==> src/rtl/updown_counter_pkg.sv <==
// ============================================================================
// Module   : updown_counter_pkg
// Brief    : Shared encodings and helpers for the up/down counter family.
// Revision : 1.0 - initial release
// ============================================================================
`default_nettype none

package updown_counter_pkg;

    localparam int CNT_WRAP = 0;
    localparam int CNT_SAT  = 1;

    // Bits needed to hold values 0..n-1 (minimum 1).
    function automatic int cnt_clog2(input longint n);
        int r;
        longint v;
        r = 0;
        v = 1;
        while (v < n) begin
            v = v << 1;
            r = r + 1;
        end
        return (r < 1) ? 1 : r;
    endfunction

endpackage

`default_nettype wire

==> src/rtl/updown_counter_mod_addsub.sv <==
// ============================================================================
// Module   : mod_addsub
// Brief    : Combinational modulo add/subtract with wrap or saturate handling.
// Revision : 1.0 - initial release
// ============================================================================
`default_nettype none

module mod_addsub
    import updown_counter_pkg::*;
#(
    parameter int WIDTH    = 11,
    parameter int MODULUS  = 2048,
    parameter int SAT_MODE = CNT_WRAP
) (
    input  logic [WIDTH-1:0] count,
    input  logic [WIDTH-1:0] step,
    input  logic             dir,
    output logic [WIDTH-1:0] nxt,
    output logic             carry,
    output logic             borrow
);

    localparam logic [WIDTH:0]   c_mod = (WIDTH+1)'(MODULUS);
    localparam logic [WIDTH:0]   c_max = (WIDTH+1)'(MODULUS - 1);
    localparam logic [WIDTH-1:0] c_top = WIDTH'(MODULUS - 1);

    logic [WIDTH:0] w_cnt_x;
    logic [WIDTH:0] w_step_x;
    logic [WIDTH:0] w_sum;
    logic [WIDTH:0] w_sum_wrap;
    logic [WIDTH:0] w_dif_wrap;

    // One extra bit so nothing truncates before the range compare.
    assign w_cnt_x    = {1'b0, count};
    assign w_step_x   = {1'b0, step};
    assign w_sum      = w_cnt_x + w_step_x;
    assign w_sum_wrap = w_sum - c_mod;
    assign w_dif_wrap = w_cnt_x + c_mod - w_step_x;

    always_comb begin
        nxt    = count;
        carry  = 1'b0;
        borrow = 1'b0;
        if (dir) begin
            if (w_sum <= c_max) begin
                nxt = w_sum[WIDTH-1:0];
            end else begin
                carry = 1'b1;
                nxt   = (SAT_MODE == CNT_SAT) ? c_top : w_sum_wrap[WIDTH-1:0];
            end
        end else begin
            if (w_cnt_x >= w_step_x) begin
                nxt = count - step;
            end else begin
                borrow = 1'b1;
                nxt    = (SAT_MODE == CNT_SAT) ? '0 : w_dif_wrap[WIDTH-1:0];
            end
        end
    end

endmodule

`default_nettype wire

==> src/rtl/updown_counter_mod.sv <==
// ============================================================================
// Module   : updown_counter_mod
// Brief    : Up/down counter with programmable modulus, step, wrap/saturate.
// Revision : 1.0 - initial release
// ============================================================================
`default_nettype none

module updown_counter_mod
    import updown_counter_pkg::*;
#(
    parameter int WIDTH    = 11,
    parameter int MODULUS  = 2048,
    parameter int SAT_MODE = CNT_WRAP
) (
    input  logic             clk,
    input  logic             rst_n,
    input  logic             clr,
    input  logic             load,
    input  logic [WIDTH-1:0] load_val,
    input  logic             en,
    input  logic             dir,
    input  logic [WIDTH-1:0] step,
    output logic [WIDTH-1:0] count,
    output logic             carry,
    output logic             borrow,
    output logic             at_max,
    output logic             at_min,
    output logic             load_err
);

    localparam logic [WIDTH:0]   c_mod = (WIDTH+1)'(MODULUS);
    localparam logic [WIDTH-1:0] c_top = WIDTH'(MODULUS - 1);

    generate
        if (MODULUS < 2 || longint'(MODULUS) > (longint'(1) << WIDTH)) begin : g_bad_modulus
            $error("updown_counter_mod: MODULUS must lie in 2..2**WIDTH");
        end
    endgenerate

    logic [WIDTH-1:0] r_count;
    logic             r_carry;
    logic             r_borrow;
    logic             r_at_max;
    logic             r_at_min;
    logic             r_load_err;

    logic [WIDTH-1:0] w_as_cnt;
    logic             w_as_carry;
    logic             w_as_borrow;
    logic [WIDTH-1:0] w_cnt_nxt;
    logic             w_carry_nxt;
    logic             w_borrow_nxt;
    logic             w_lerr_nxt;
    logic             w_load_bad;

    mod_addsub #(
        .WIDTH    (WIDTH),
        .MODULUS  (MODULUS),
        .SAT_MODE (SAT_MODE)
    ) u_addsub (
        .count  (r_count),
        .step   (step),
        .dir    (dir),
        .nxt    (w_as_cnt),
        .carry  (w_as_carry),
        .borrow (w_as_borrow)
    );

    assign w_load_bad = ({1'b0, load_val} >= c_mod);

    always_comb begin
        w_cnt_nxt    = r_count;
        w_carry_nxt  = 1'b0;
        w_borrow_nxt = 1'b0;
        w_lerr_nxt   = 1'b0;
        if (clr) begin
            w_cnt_nxt = '0;
        end else if (load) begin
            w_cnt_nxt  = w_load_bad ? c_top : load_val;
            w_lerr_nxt = w_load_bad;
        end else if (en) begin
            w_cnt_nxt    = w_as_cnt;
            w_carry_nxt  = w_as_carry;
            w_borrow_nxt = w_as_borrow;
        end
    end

    // Range flags are registered from the next count so they track count exactly.
    always_ff @(posedge clk or negedge rst_n) begin
        if (!rst_n) begin
            r_count    <= '0;
            r_carry    <= 1'b0;
            r_borrow   <= 1'b0;
            r_at_max   <= 1'b0;
            r_at_min   <= 1'b1;
            r_load_err <= 1'b0;
        end else begin
            r_count    <= w_cnt_nxt;
            r_carry    <= w_carry_nxt;
            r_borrow   <= w_borrow_nxt;
            r_at_max   <= (w_cnt_nxt == c_top);
            r_at_min   <= (w_cnt_nxt == '0);
            r_load_err <= w_lerr_nxt;
        end
    end

    assign count    = r_count;
    assign carry    = r_carry;
    assign borrow   = r_borrow;
    assign at_max   = r_at_max;
    assign at_min   = r_at_min;
    assign load_err = r_load_err;

endmodule

`default_nettype wire

==> config.mk <==
export PLATFORM = sky130hd
export DESIGN_NAME = updown_counter_mod
export DESIGN_NICKNAME = d
export VERILOG_FILES = /design/src/rtl/updown_counter_pkg.sv /design/src/rtl/updown_counter_mod_addsub.sv /design/src/rtl/updown_counter_mod.sv
export SDC_FILE = /design/constraint.sdc
export NUM_CORES = 1
export LEC_CHECK = 0
export ABC_AREA = 1
export BUFFER_PORTS_ARGS = -buffer_cell sky130_fd_sc_hd__buf_2
export CAP_MARGIN = 30
export CORE_UTILIZATION = 52
export DETAILED_ROUTE_END_ITERATION = 12
export PLACE_DENSITY = 0.77
export SYNTH_ARGS = -nofsm -noshare
export SYNTH_HDL_FRONTEND = slang
export SYNTH_SLANG_ARGS = --single-unit
==> constraint.sdc <==
create_clock -name clk -period 3.9 [get_ports clk]
set_clock_uncertainty 0.2 [all_clocks]
set_input_delay 0 -clock clk [delete_from_list [all_inputs] [get_ports clk]]
set_output_delay 0 -clock clk [all_outputs]
set_load 0.02 [all_outputs]
==> results.cfg, run 1 <==
[outcome]
status = completed

[worst_setup_path]
end_kind = flop
reg2reg_depth = 13
critPathMaxFanout = 8
crit_path_start_kind = flop
r2r_slack_ns = 1.16
cp.required_ns = 3.86
timing.rr.start = count[6]
arrival_ns = 2.70
path_class = reg -> reg
reg2reg_to = carry

[place]
io_buffers = 42
preCtsSetupSlack_ns = 1.540
place_inst = 411
gp_congestion = 0.9242
dp_hpwl_mm = 4.039

[sta]
rsz0062_at_grt = false
finalMaxSlewViolations = 0
max_slew.worst_pin.slew_ns = 0.6253
fin_crit_sh_pct = 70.38
finalHoldViolCount = 0
max_freq_mhz = 364.3
min_period_ns = 2.745
totalNegativeSetupSlack_ns = 0
maxSlewHeadroom_pct = 58.18
setup_viol = 0
layout_setup_ws_ns = 1.155

[synthesis]
async_flop_share_pct = 100.0
synth_edf_count = 0
ys_warn_count = 0
synth_area_per_cell_um2 = 6.264
netlist_instances = 331
synth_nets = 383
yosysUniqueCellTypes = 35
synth_most_common_cell = nand2_1
synth_top_area_share_pct = 16.90
yosysSeqAreaShare_pct = 18.17
synth_top_cell_by_area = dfrtp_1
synth.cell_area_um2 = 2073
yosys-top-cells-area = dfrtp_1, nand2_1, ha_1, nand3_1, inv_1
ys.flop_type = dfrtp_1
ys_top_cells_by_count = nand2_1, inv_1, nor2_1
ys_ff_latch = 15

[clock_network]
clock_sinks = 15
clk-insertion-delay-late_ns = 0.26
clockBufferDepth = 2
clkTransAtPathRegs_ns = 0.06
cts_setup_buffers = 0
cts_tree = done
cts-root-buf = clkbuf_8
cts_buffers = 3
cts_hold_buf = 24
ctsHtreeMaxLevel = 1
cts_resized = 0

[layout]
fillers = 344
insertedDiodeCount = 0
final_cells = 439
layout-drive-gt1-share_pct = 22.25
nets = 444
syn_to_final_growth_pct = 22.93

[global_routing]
grt_antenna_before_repair = 0
grt_use_total_pct = 27.82
grt_max_degree = 15
grt_pass1_vias = 2088
grt_pass1_wl_mm = 9.080
overflow = 0

[detailed_routing]
wl_per_cell_um = 12.51
via_per_inst = 5.034
drc_errors = 0
ant_nets = 0
totalWireLength_mm = 5.494
drt_iter0_drc = 108
via_count = 2210
firstDrtPassIters = 4

[die]
ios = 44
coreArea_um2 = 3744
die_h_um = 65.14
fp.dieW_um = 65.14
start_util_pct = 55.38
fp-row-count = 22
die_area_um2 = 4243

[pwr]
peakVddDrop_v = 0.0002086
power_frac_comb_pct = 51.2
clkPwrFrac_pct = 20.6
p_sw_uw = 278.9
pwr_density_cell_nw_per_um2 = 250.2
seqPwrFrac_pct = 28.1
total_leakage_power_uw = 0.001483
power.internal_uw = 358.6
switching_share_pct = 43.75

[run]
max_cap_violations = 0

[min_path]
min_from = load
holdPathEnd = borrow
min_path_type = in -> reg
hold-path-cell-count = 4
[power by group through the flow]
stage	sequential [uW]	combinational [uW]	clock [uW]
detailed placement	182	298	0
global route	181	363	136
CTS	179	319	130
floorplan	192	221	0
finish	179	327	132
global placement	182	295	0
[logic make-up (layout without fill, tap and decap cells)]
kind of cell    after synthesis  count (layout)  share of synthesized area (%)
fa+ha+maj                    24              24                          15.21
compound gates               36              36                          10.68
other cells                   1               1                         0.1809
simple gates                185             185                          40.92
buf+inv                      70             130                          14.85
flops                        15              15                          18.17
[placed cells by master (no fill, tap or decap)]
cell	n
a21boi_1	1
a21oi_1	19
a21oi_2	1
a21oi_4	2
a31oi_1	1
buf_2	42
clkbuf_8	3
clkinv_1	2
clkinv_2	2
conb_1	1
dfrtp_1	14
dfstp_2	1
dlygate4sd3_1	24
fa_1	2
ha_1	22
inv_1	43
inv_2	14
nand2_1	83
nand2_2	10
nand2_4	1
nand3_1	34
nand3_2	5
nand3b_1	1
nand4_1	5
nor2_1	37
nor2_2	3
nor2_4	1
nor3_1	3
nor3_2	2
o211ai_1	2
o21ai_0	6
o21ai_1	1
o21bai_1	2
o22ai_1	1
[flip-flops by register name, indices dropped and copies added (netlist names)]
name	cells
at_min	1
carry	1
count	11
borrow	1
at_max	1
[worst max-delay path, cell delays in order (launching register included)]
cell,delay [ns]
dfrtp_1,0.42
ha_1,0.51
inv_2,0.07
nand2_1,0.07
nand2_1,0.07
nand3_1,0.07
nand2_1,0.07
a21oi_1,0.13
nor2_1,0.07
nor2_1,0.10
nor2_1,0.06
o211ai_1,0.17
dlygate4sd3_1,0.58
inv_1,0.04
[worst max path at each step]
stage	end	startpoint	cells past startpoint	slack, ns
2_1_floorplan	at_min	count[0]	15	1.64
3_3_place_gp	at_max	count[0]	17	1.60
3_5_place_dp	at_min	count[0]	15	1.54
4_1_cts	carry	count[6]	13	1.25
5_1_grt	carry	count[6]	13	0.97
6_report	carry	count[6]	13	1.16
[cell type report]
class | instances | area, um^2 | area share, %
clock buffer | 3 | 41.29 | 1.620
clock inverter | 1 | 5.005 | 0.1964
inverter | 60 | 226.5 | 8.886
multi-input combinational | 246 | 1389 | 54.49
sequential | 15 | 376.6 | 14.78
tap | 48 | 60.06 | 2.356
timing repair buffer | 66 | 450.4 | 17.67
[through the flow]
stage                     area (um^2)  util [%]  power [uW]  hold WS [ns]
after floorplan                  2073         -       413.3       -0.4956
after global placement           2262     60.43       477.0       -0.2886
after detailed placement         2262     60.43       480.1       -0.2843
after CTS                        2549     68.08       628.4       0.01124
after global routing             2549     68.08       680.5       0.02258
final                            2549     68.08       637.6      0.001848
[per-layer routing]
metal | wire length, um | track usage (%)
met4 | 85 | 8.696
met2 | 2614 | 48.57
met5 | 0 | 0
met1 | 2577 | 36.40
met3 | 216 | 2.083
Note: power is estimated with default switching activity, not from simulation.
==> run 2: changes to the inputs <==
Settings changed: ABC_AREA 1 to 0.
Clock period 3.9 ns to 2.7 ns, I/O delays scaled along.
==> run 2 against run 1 <==
  * The flow now finishes with violations (setup timing)
  * Routed wire length is 11% higher
  * Maximum frequency is 4.6% lower
  * Die area shrank 7.4%
  * Global-route usage is 2.3 points higher
  * Sequential power increased by 46%
  * Via count decreased by 0.68%
  * Utilization is 10 points higher
  * First-iteration DRC count up 110%
  * Clock power up 39%
  * Sequential share of layout area down 0.71 points
==> results.cfg, run 2 <==
[sta]
setup_viol = 1
totalNegativeSetupSlack_ns = -0.1763
finalHoldViolCount = 0
maxSlewHeadroom_pct = 57.73
max_slew.worst_pin.slew_ns = 0.6319
fin_crit_sh_pct = 106.5
layout_setup_ws_ns = -0.1763
rsz0062_at_grt = true
min_period_ns = 2.876
finalMaxSlewViolations = 0
max_freq_mhz = 347.7

[pwr]
switching_share_pct = 41.14
p_sw_uw = 422.7
clkPwrFrac_pct = 17.8
power_frac_comb_pct = 56.8
peakVddDrop_v = 0.0003788
seqPwrFrac_pct = 25.4
pwr_density_cell_nw_per_um2 = 382.5
power.internal_uw = 604.8
total_leakage_power_uw = 0.001348

[synthesis]
ys_ff_latch = 15
synth_most_common_cell = inv_1
async_flop_share_pct = 100.0
yosysSeqAreaShare_pct = 19.66
yosys-top-cells-area = dfrtp_1, ha_1, inv_1, a21oi_1, nor2_1
synth_nets = 295
synth_edf_count = 0
synth.cell_area_um2 = 1916
synth_top_area_share_pct = 18.29
synth_area_per_cell_um2 = 7.883
netlist_instances = 243
ys.flop_type = dfrtp_1
yosysUniqueCellTypes = 58
ys_warn_count = 0
synth_top_cell_by_area = dfrtp_1
ys_top_cells_by_count = inv_1, nor2_1, ha_1

[place]
placed_area_um2 = 2327
dp_hpwl_mm = 4.232
gp_congestion = 0.9445
io_buffers = 42
place_inst = 345

[worst_setup_path]
worst_path_max_delay_cell = dfrtp_1
critPathMaxStageDelay_ns = 0.42
arrival_ns = 2.82
critPathMaxFanout = 4
cp.required_ns = 2.64
cp_num_buf_inv = 1
end_kind = flop
r2r_slack_ns = -0.18
crit_family = compound AO/OA/AOI/OAI gates
path_class = reg -> reg
crit_path_start_kind = flop
worstPathCellList = ha_1 -> nand2b_2 -> a221oi_4 -> buf_4 -> o221ai_1 -> o31ai_2 -> xnor2_1 -> a211oi_2 -> nand4_1 -> a2111oi_2

[die]
die_area_um2 = 3931
fp-row-count = 21
fp.dieW_um = 62.70
start_util_pct = 55.65
die_h_um = 62.70
coreArea_um2 = 3442
ios = 44

[detailed_routing]
totalWireLength_mm = 6.100
drc_errors = 0
ant_nets = 0
via_per_inst = 6.030
firstDrtPassIters = 5
via_count = 2195
wl_per_cell_um = 16.76
drt_iter0_drc = 226

[global_routing]
grt_pass1_vias = 1949
grt_antenna_before_repair = 0
overflow = 0
grt_max_degree = 23
grt_pass1_wl_mm = 9.301
grt_use_total_pct = 30.12

[layout]
insertedDiodeCount = 0
final_cells = 364
nets = 371
layout-drive-gt1-share_pct = 37.74
largest_reg_flops = 11
fin_util_pct = 78.04
syn_to_final_growth_pct = 40.24
final_common_cell = buf_2
final_cell_mix = buf_2, buf_4, inv_1
stdcell_area_um2 = 2686

[clock_network]
clockBufferDepth = 2
clkTransAtPathRegs_ns = 0.06
cts_buffers = 3
clock_sinks = 15
cts-root-buf = clkbuf_8
clk-insertion-delay-late_ns = 0.25
cts_tree = done
ctsHtreeMaxLevel = 1

[outcome]
violations = setup timing
status = complete, but fails checks

[run]
max_cap_violations = 0

[min_path]
min_path_type = in -> async
-- run 2: cell types whose count changed after synthesis, moves of 7 or more --
cell      before  now
nand2_1       83    5
nand3_1       34    5
inv_1         43   29
inv_2         14    0
nor2_1        37   26
nand2_2       10    0
a21o_1         0    7
nand2b_1       0    7
nor2b_1        0    7
-- run 2: final timing paths --
kind                               from        end  depth (start not counted)
hold / removal                    rst_n     at_min                          2
setup reg to reg               count[1]     at_max                         10
setup / recovery               count[1]     at_max                         10
min in group clk           load_val[10]  count[10]                          4
hold reg to reg               count[10]     borrow                          2
max in group asynchronous         rst_n   count[0]                          3
-- run 2: layout make-up --
cell class | instances | area [um^2]
Clock inverter | 1 | 5.005
Sequential cell | 15 | 377.9
Clock buffer | 3 | 41.29
Tap cell | 46 | 57.56
Fill cell | 252 | 755.7
Timing Repair Buffer | 86 | 570.5
Multi-Input combinational cell | 184 | 1525
Inverter | 29 | 108.9
-- run 2: what timing repair did --
item / CTS / global route
pin swaps: 4 / 16
hold buffers: 12 / 0
endpoints found under the hold margin: 25 / 0
setup buffers: 0 / 3
setup endpoints to repair: 3 / 6
gates resized for setup: 6 / 33
-- run 2: power by group through the flow --
stage / registers, uW / clock network [uW] / logic (uW)
6_report: 261 / 183 / 584
2_1_floorplan: 281 / 0 / 289
3_5_place_dp: 263 / 0 / 477
3_3_place_gp: 263 / 0 / 476
4_1_cts: 259 / 184 / 504
5_1_grt: 263 / 192 / 628
-- run 2: cells by family after synthesis --
| kind of cell | Yosys count | share of synthesized area (%) |
|---|---|---|
| flip-flops | 15 | 19.66 |
| AND/OR/NAND/NOR | 74 | 20.31 |
| multiplexers | 2 | 1.045 |
| buffers and inverters | 44 | 10.06 |
| AO/OA/AOI/OAI | 77 | 29.52 |
| other | 1 | 0.1958 |
| adder cells (fa/ha/maj) | 24 | 16.46 |
| XOR/XNOR | 6 | 2.743 |
-- run 2: per-layer routing --
| layer | share of wire (%) | up-vias | wire length [um] | track usage, % |
|---|---|---|---|---|
| met5 | 0 | - | 0 | 0 |
| met2 | 46 | 127 | 2815 | 47.96 |
| met3 | 7.0 | 22 | 424 | 1.642 |
| li1 | - | 1026 | - | - |
| met1 | 43 | 1020 | 2645 | 42.61 |
| met4 | 3.5 | 0 | 214 | 11.63 |
-- run 2: worst reg2reg max path: cells and delay by family, from the launching register on --
family	cells	cell delay [ns]
xor gates and xnor gates	1	0.14
adders and majority gates	1	0.30
DFF	1	0.42
and+or+nand+nor	2	0.38
buffers and inverters	1	0.17
AOI/OAI and AO/OA	5	1.16
-- run 2: per-stage QoR --
stage | power, uW | hold slack (ns) | worst slack, ns
detailed placement | 740.2 | -0.2808 | -0.2122
finish | 1028 | 0.03525 | -0.1763
global route | 1083 | 0.05644 | -0.2836
CTS | 947.1 | 0.009500 | -0.1045
floorplan | 570.0 | -0.4956 | 0.009616
global placement | 738.6 | -0.2802 | -0.1356
